$ cat config.mk
export PLATFORM = sky130hd
export DESIGN_NAME = axi_chan_fifo
export DESIGN_NICKNAME = d
export VERILOG_FILES = /design/src/rtl/axi_fifo_pkg.sv /design/src/rtl/axi_fifo_ptr.sv /design/src/rtl/axi_chan_fifo.sv
export SDC_FILE = /design/constraint.sdc
export NUM_CORES = 1
export LEC_CHECK = 0
export BUFFER_PORTS_ARGS = -buffer_cell sky130_fd_sc_hd__buf_2
export CAP_MARGIN = 40
export CORE_MARGIN = 8
export CORE_UTILIZATION = 50
export CTS_CLUSTER_SIZE = 14
export DETAILED_ROUTE_END_ITERATION = 7
export PLACE_DENSITY_LB_ADDON = 0.12
export SETUP_SLACK_MARGIN = 0.02
export SYNTH_ARGS = -nofsm -noshare
export SYNTH_HDL_FRONTEND = slang
export SYNTH_SLANG_ARGS = --single-unit
export TNS_END_PERCENT = 5
$ cat constraint.sdc
create_clock -name clk -period 3.1 [get_ports clk]
set_input_delay 0.465 -clock clk [delete_from_list [all_inputs] [get_ports clk]]
set_output_delay 0.465 -clock clk [all_outputs]
set_load 0.02 [all_outputs]
$ cat src/rtl/axi_fifo_pkg.sv
// ---------------------------------------------------------------------------
// axi_fifo_pkg
//
// Shared definitions for the AXI master-side channel FIFOs.
//
// Contents:
//   - Bit positions of the packed AR word (ARBURST, ARSIZE, ARLEN, ARADDR,
//     ARID) and the resulting AR_W of 45 bits.
//   - Packed payload widths for the AW, W, R and B channels.
//   - ar_pkt_t, a packed struct whose layout matches the AR field positions.
//   - axi_chan_e and chanWidth(), which map a channel to its payload width
//     so that a FIFO instance can be sized per channel.
//
// Configuration macro used by the FIFO top level: AXI_FIFO_FLUSH_EN.
// ---------------------------------------------------------------------------
package axi_fifo_pkg;

    // Packed AR word field positions (LSB/MSB inclusive)
    localparam int AR_BURST_LSB = 0;
    localparam int AR_BURST_MSB = 1;
    localparam int AR_SIZE_LSB  = 2;
    localparam int AR_SIZE_MSB  = 4;
    localparam int AR_LEN_LSB   = 5;
    localparam int AR_LEN_MSB   = 8;
    localparam int AR_ADDR_LSB  = 9;
    localparam int AR_ADDR_MSB  = 40;
    localparam int AR_ID_LSB    = 41;
    localparam int AR_ID_MSB    = 44;

    // Packed payload widths per channel.
    // AW shares the AR layout; W is data(64)+strb(8)+last(1);
    // R is id(4)+data(64)+resp(2)+last(1); B is id(4)+resp(2).
    localparam int AR_W = 45;
    localparam int AW_W = 45;
    localparam int W_W  = 73;
    localparam int R_W  = 71;
    localparam int B_W  = 6;

    // Channel selector used when sizing a FIFO from the channel kind
    typedef enum logic [2:0] {
        CHAN_AR = 3'd0,
        CHAN_AW = 3'd1,
        CHAN_W  = 3'd2,
        CHAN_R  = 3'd3,
        CHAN_B  = 3'd4
    } axi_chan_e;

    // AR payload; member order gives ARID in the MSBs and ARBURST in the LSBs
    typedef struct packed {
        logic [3:0]  arid;
        logic [31:0] araddr;
        logic [3:0]  arlen;
        logic [2:0]  arsize;
        logic [1:0]  arburst;
    } ar_pkt_t;

    // Payload width of a given channel
    function automatic int chanWidth(input axi_chan_e chan);
        int width;
        width = AR_W;
        case (chan)
            CHAN_AR: width = AR_W;
            CHAN_AW: width = AW_W;
            CHAN_W:  width = W_W;
            CHAN_R:  width = R_W;
            CHAN_B:  width = B_W;
            default: width = AR_W;
        endcase
        return width;
    endfunction

endpackage

$ cat src/rtl/axi_fifo_ptr.sv
// ---------------------------------------------------------------------------
// axi_fifo_ptr
//
// One FIFO pointer: ADDR_W index bits plus a wrap bit in the MSB. The pointer
// increments on inc_i and wraps naturally; load_i overrides the increment
// and replaces the pointer with loadVal_i. The pointer is compared with the
// opposite side's pointer to produce one status flag:
//   CMP_FULL = 1 : flag_o = index equal and wrap bits differ (full)
//   CMP_FULL = 0 : flag_o = pointers fully equal             (empty)
//
// Ports:
//   clk         clock
//   rst         synchronous active-low reset, clears the pointer
//   inc_i       advance the pointer by one
//   load_i      replace the pointer with loadVal_i (wins over inc_i)
//   loadVal_i   value loaded when load_i is high
//   otherPtr_i  the opposite side's pointer
//   ptr_o       current registered pointer
//   flag_o      full or empty compare result, see CMP_FULL
// ---------------------------------------------------------------------------
module axi_fifo_ptr
    import axi_fifo_pkg::*;
#(
    parameter int ADDR_W   = 2,
    parameter bit CMP_FULL = 1'b0
) (
    input  logic            clk,
    input  logic            rst,
    input  logic            inc_i,
    input  logic            load_i,
    input  logic [ADDR_W:0] loadVal_i,
    input  logic [ADDR_W:0] otherPtr_i,
    output logic [ADDR_W:0] ptr_o,
    output logic            flag_o
);

    localparam logic [ADDR_W:0] PTR_ONE = {{ADDR_W{1'b0}}, 1'b1};

    logic [ADDR_W:0] ptr_q;
    logic [ADDR_W:0] ptr_d;
    logic            sameIdx;
    logic            wrapDiff;

    // Next pointer: a load replaces the value outright, otherwise a single
    // increment whose carry out of the index bits lands in the wrap bit.
    always_comb begin
        ptr_d = ptr_q;
        if (load_i) begin
            ptr_d = loadVal_i;
        end else if (inc_i) begin
            ptr_d = ptr_q + PTR_ONE;
        end
    end

    // Pointer register, cleared by the synchronous active-low reset
    always_ff @(posedge clk) begin
        if (!rst) begin
            ptr_q <= '0;
        end else begin
            ptr_q <= ptr_d;
        end
    end

    // Equal indices mean either empty or full; the wrap bit tells which.
    assign sameIdx  = (ptr_q[ADDR_W-1:0] == otherPtr_i[ADDR_W-1:0]);
    assign wrapDiff = (ptr_q[ADDR_W] != otherPtr_i[ADDR_W]);
    assign flag_o   = CMP_FULL ? (sameIdx & wrapDiff) : (sameIdx & ~wrapDiff);
    assign ptr_o    = ptr_q;

endmodule

$ cat src/rtl/axi_chan_fifo.sv
// ---------------------------------------------------------------------------
// axi_chan_fifo
//
// Single-clock first-word-fall-through FIFO for one AXI master-side channel
// (AR/AW/W/R/B). Data written at one edge is visible on rdata right after
// that edge. Occupancy, a programmable almost-full and sticky overflow and
// underflow flags are provided.
//
// Parameters:
//   DATA_W    payload width (default AR_W = 45, the packed AR word)
//   DEPTH     number of entries, power of two, >= 2
//   AFULL_TH  almost_full asserts when count >= AFULL_TH, range 1..DEPTH
//
// Ports:
//   clk          clock
//   rst          synchronous active-low reset
//   wpush        write request, dropped while full
//   wdata        write payload
//   wfull        no free entry
//   almost_full  count >= AFULL_TH
//   rpop         read request, consumes the head entry, ignored while empty
//   rdata        head entry, zero while empty
//   rempty       no valid entry
//   count        occupancy 0..DEPTH
//   ovf          sticky: push attempted while full
//   udf          sticky: pop attempted while empty
//   flush        only with AXI_FIFO_FLUSH_EN: discard all entries,
//                including a push in the same cycle
//
// Configuration macro: AXI_FIFO_FLUSH_EN adds the flush input.
// ---------------------------------------------------------------------------
module axi_chan_fifo
    import axi_fifo_pkg::*;
#(
    parameter int DATA_W   = AR_W,
    parameter int DEPTH    = 4,
    parameter int AFULL_TH = DEPTH - 1,
    localparam int ADDR_W  = $clog2(DEPTH),
    localparam int CNT_W   = ADDR_W + 1
) (
    input  logic              clk,
    input  logic              rst,
    input  logic              wpush,
    input  logic [DATA_W-1:0] wdata,
    output logic              wfull,
    output logic              almost_full,
    input  logic              rpop,
    output logic [DATA_W-1:0] rdata,
    output logic              rempty,
    output logic [CNT_W-1:0]  count,
    output logic              ovf,
`ifdef AXI_FIFO_FLUSH_EN
    output logic              udf,
    input  logic              flush
`else
    output logic              udf
`endif
);

    localparam logic [ADDR_W:0]  PTR_ONE   = {{ADDR_W{1'b0}}, 1'b1};
    localparam logic [CNT_W-1:0] AFULL_CNT = CNT_W'(AFULL_TH);

    logic [DATA_W-1:0] mem_q [DEPTH];

    logic [ADDR_W:0] wPtr;
    logic [ADDR_W:0] rPtr;
    logic            fullFlag;
    logic            emptyFlag;
    logic            wen;
    logic            ren;
    logic            rdLoad;
    logic [ADDR_W:0] rdLoadVal;

    logic ovf_q;
    logic ovf_d;
    logic udf_q;
    logic udf_d;

    // Full is judged before any pop, so a full FIFO never writes through.
    assign wen = wpush & ~fullFlag;
    assign ren = rpop & ~emptyFlag;

`ifdef AXI_FIFO_FLUSH_EN
    // Flush jumps the read pointer to where the write pointer will be after
    // this edge, which also discards a push accepted in the same cycle.
    assign rdLoad    = flush;
    assign rdLoadVal = wen ? (wPtr + PTR_ONE) : wPtr;
`else
    assign rdLoad    = 1'b0;
    assign rdLoadVal = '0;
`endif

    axi_fifo_ptr #(
        .ADDR_W   (ADDR_W),
        .CMP_FULL (1'b1)
    ) u_wrPtr (
        .clk        (clk),
        .rst        (rst),
        .inc_i      (wen),
        .load_i     (1'b0),
        .loadVal_i  ('0),
        .otherPtr_i (rPtr),
        .ptr_o      (wPtr),
        .flag_o     (fullFlag)
    );

    axi_fifo_ptr #(
        .ADDR_W   (ADDR_W),
        .CMP_FULL (1'b0)
    ) u_rdPtr (
        .clk        (clk),
        .rst        (rst),
        .inc_i      (ren),
        .load_i     (rdLoad),
        .loadVal_i  (rdLoadVal),
        .otherPtr_i (wPtr),
        .ptr_o      (rPtr),
        .flag_o     (emptyFlag)
    );

    // Register file write. Storage is not reset; stale entries stay hidden
    // because the pointers clear and rempty masks rdata.
    always_ff @(posedge clk) begin
        if (rst && wen) begin
            mem_q[wPtr[ADDR_W-1:0]] <= wdata;
        end
    end

    // Sticky error flags collect illegal requests until reset.
    always_comb begin
        ovf_d = ovf_q;
        udf_d = udf_q;
        if (wpush && fullFlag) begin
            ovf_d = 1'b1;
        end
        if (rpop && emptyFlag) begin
            udf_d = 1'b1;
        end
    end

    // Sticky flag registers
    always_ff @(posedge clk) begin
        if (!rst) begin
            ovf_q <= 1'b0;
            udf_q <= 1'b0;
        end else begin
            ovf_q <= ovf_d;
            udf_q <= udf_d;
        end
    end

    // Occupancy is the modular pointer difference; the wrap bit makes
    // DEPTH representable alongside 0.
    assign count       = wPtr - rPtr;
    assign almost_full = (count >= AFULL_CNT);
    assign wfull       = fullFlag;
    assign rempty      = emptyFlag;
    assign rdata       = emptyFlag ? '0 : mem_q[rPtr[ADDR_W-1:0]];
    assign ovf         = ovf_q;
    assign udf         = udf_q;

endmodule

==> impl_metrics.json <==
{
  "drt_first_iter_violations": 220,
  "path_depth": 7,
  "fill_cells": 1130,
  "avgSynthCellArea_sq_um": 20.6,
  "post_synth_inst_count": 365,
  "number_of_cells_upsized_or_downsized_after_cts": 0,
  "min-delay-path-class": "in2reg",
  "setup_tns_ns": 0,
  "worst_clock_skew_ns": 0.00802,
  "chain_of_cells_forming_the_critical_path": "inv_1 -> ha_1 -> nand2_1 -> nor2_4 -> buf_12 -> nor2b_1 -> buf_2",
  "syn_nets": 422,
  "synth_enable_flop_cells": 180,
  "fin_cells": 679,
  "post-place-cells": 647,
  "grt.met1_usage_pct": 18.6,
  "grt-busiest-layer": "met2",
  "nets": 535,
  "layout_overhead_on_the_synthesized_area_pct": 18.2,
  "globalRoute.totalOverflow": 0,
  "clock_tree.buffer_depth": 2,
  "max_freq_ghz": 0.363,
  "vias": 3739,
  "global_route.usage.met3_pct": 4.58,
  "floorplan.die.height_microns": 139,
  "core_region_area_sq_mm": 0.0150,
  "initial_core_util_pct": 50.3,
  "drv_cap": 0,
  "synth-main-ff-cell": "sky130_fd_sc_hd__edfxtp_1",
  "fraction_of_post_synthesis_cell_area_in_the_top_cell_type_by_area_pct": 71.8,
  "cts_sinks": 190,
  "die_area_sq_mm": 0.0192,
  "grt_antenna_before_repair": 1,
  "vias_per_cell": 5.51,
  "timing.critical_path.slowest_stage_cell": "sky130_fd_sc_hd__dfxtp_1",
  "transition_time_at_the_pin_with_the_least_slew_margin_ns": 0.523,
  "cp_buf_inv_count": 3,
  "port-buffer-count": 101,
  "critical_path.startpoint_type": "flip-flop",
  "synth-warning-count": 0,
  "p_leak_nw": 3.09,
  "clk_root_buffer_cell": "sky130_fd_sc_hd__clkbuf_16",
  "path_class": "reg2out",
  "grt.met2_usage_pct": 24.6,
  "finalHoldViolCount": 0,
  "synth.most_common_cell": "sky130_fd_sc_hd__edfxtp_1",
  "grt_setup_unrepaired": "false",
  "netlist-cell-type-count": 32,
  "cts_inserted_buffers": 17,
  "postSynthRegisterBits": 190,
  "synth_top_area_cell": "sky130_fd_sc_hd__edfxtp_1",
  "worst-path-max-fanout": 46,
  "totalWireLength_microns": 13900,
  "worst_slew_margin_rel_pct": 65.1,
  "layout-drive-gt1-share_pct": 42.4,
  "grt_use_total_pct": 15.0,
  "finalCriticalPeriod_ns": 2.76,
  "drc_errors": 0,
  "grt_start_max_net_pins": 47,
  "timing_max_transition_violations_final": 0,
  "ys_seq_area_share_pct": 74.4,
  "fin_crit_sh_pct": 88.9,
  "p_per_area_mw_per_mm2": 1020,
  "cpPeakStageDelay_ns": 0.42,
  "worst_ir_drop_vdd_mv": 0.627,
  "outcome": "finished, final reports clean",
  "postRouteAntennaNets": 0,
  "clk_pin_slew_ns": 0.07,
  "diodes": 0,
  "timing.critical_path.required_ns": 2.63,
  "holdBufCountCts": 0,
  "post-cts-setup-buffers": 0,
  "crit_path_end_kind": "primary output",
  "design.portCount": 102,
  "worst_hold_path_depth": 1,
  "syn_area_sq_mm": 0.00753,
  "firstDrtPassIters": 6,
  "first_pass_grt_wire_length_microns": 22100,
  "synth.top_cells.by_count": "sky130_fd_sc_hd__edfxtp_1, sky130_fd_sc_hd__mux4_2, sky130_fd_sc_hd__nor2b_1",
  "seqCellArea_sq_mm": 0.00561,
  "area_of_the_multi_input_gates_sq_mm": 0.00179,
  "clk_latency_ns": 0.43,
  "die_width_microns": 139,
  "synthArstFlopShare_pct": 0,
  "post_drt_wl_per_cell_microns": 20.5,
  "worstRegToRegCells": 6,
  "first_global_vias": 4061,
  "arrival_ns": 2.29,
  "synth.top_cells.by_area": "sky130_fd_sc_hd__edfxtp_1, sky130_fd_sc_hd__mux4_2, sky130_fd_sc_hd__nor2b_1",
  "rows": 45,
  "critical-path-top-delay-family": "simple AND/OR/NAND/NOR gates",
  "clock_tree_from_tritoncts": "built",
  "ctsHtreeMaxLevel": 4,
  "place_congestion": 0.756,
  "final-setup-viol-count": 0,
  "hpwlAfterDp_microns": 8410
}
[state kept, by name, indices dropped and copies added (netlist names), named ones only]
register	cells
u_rdPtr.ptr_o	3
u_wrPtr.ptr_o	3
mem_q	180
udf	1
ovf	1
[stage by stage]
step / utilization, % / hold WS (ns) / worst slack, ns / instance area (sq um) / power (W)
floorplan: - / 0.532 / 0.416 / 7530 / 0.00591
global placement: 55.6 / 0.439 / 0.794 / 8320 / 0.00709
detailed placement: 55.6 / 0.448 / 0.788 / 8320 / 0.00711
CTS: 59.4 / 0.228 / 0.299 / 8900 / 0.00924
global route: 59.4 / 0.236 / 0.183 / 8900 / 0.00954
finish: 59.4 / 0.248 / 0.343 / 8900 / 0.00908
[worst register-to-register path, stage by stage (launching register included)]
cell                      delay (ns)
sky130_fd_sc_hd__dfxtp_1        0.42
sky130_fd_sc_hd__inv_1          0.12
sky130_fd_sc_hd__ha_1           0.33
sky130_fd_sc_hd__nand2_1        0.28
sky130_fd_sc_hd__o21a_1         0.21
sky130_fd_sc_hd__and3_2         0.20
sky130_fd_sc_hd__buf_4          0.40
[placed cells by master, fill, tap and decap left out, types with 6 or more instances in the layout]
cell type and n:
sky130_fd_sc_hd__nand3_1 7, sky130_fd_sc_hd__ha_1 7, sky130_fd_sc_hd__inv_1 6, sky130_fd_sc_hd__buf_12 6, sky130_fd_sc_hd__clkbuf_16 17, sky130_fd_sc_hd__inv_6 6, sky130_fd_sc_hd__nor2b_2 9, sky130_fd_sc_hd__buf_2 101
sky130_fd_sc_hd__nand2_1 10, sky130_fd_sc_hd__edfxtp_1 180, sky130_fd_sc_hd__buf_4 6, sky130_fd_sc_hd__nor2b_1 38, sky130_fd_sc_hd__dfxtp_1 8, sky130_fd_sc_hd__mux4_2 45, sky130_fd_sc_hd__clkinv_4 6
[power breakdown]
group | internal (W) | switching [W]
Sequential | 0.00308 | 0.000179
Combinational | 0.00150 | 0.00221
Clock | 0.00114 | 0.000974
[logic make-up (layout without fill, tap and decap cells)]
logic type,after synthesis,in the layout,share of synthesized area [%]
DFF,190,190,74.4
and+or+nand+nor,77,77,6.41
muxes,46,46,13.6
buffers and inverters,25,151,1.94
AOI/OAI and AO/OA,16,16,1.61
adders and majority gates,8,8,1.43
xor gates and xnor gates,3,3,0.598
[final timing paths]
kind                                       start      endpoint  slack, ns
worst min-delay path                   wdata[18]  mem_q[2][18]       0.25
worst max register to register  u_wrPtr.ptr_o[0]  mem_q[0][42]       0.79
worst min register to register               udf           udf       0.46
worst max-delay path            u_wrPtr.ptr_o[0]     rdata[44]       0.34
[per-layer routing]
layer	wire length [microns]	share of wire, %	vias up
met5	13	0.094	-
met4	198	1.4	2
met3	601	4.3	19
met2	6910	50	84
met1	6180	44	1936
li1	-	-	1698
[area by class of cell]
cell class                 count  share of cell area (%)
clock buffer                  17                    4.78
timing repair buffer         113                    7.53
tap                          188                    2.64
inverter                       6                   0.253
clock inverter                15                    1.73
sequential                   190                    63.0
multi-input combinational    150                    20.1
Note: power is estimated with default switching activity, not from simulation.
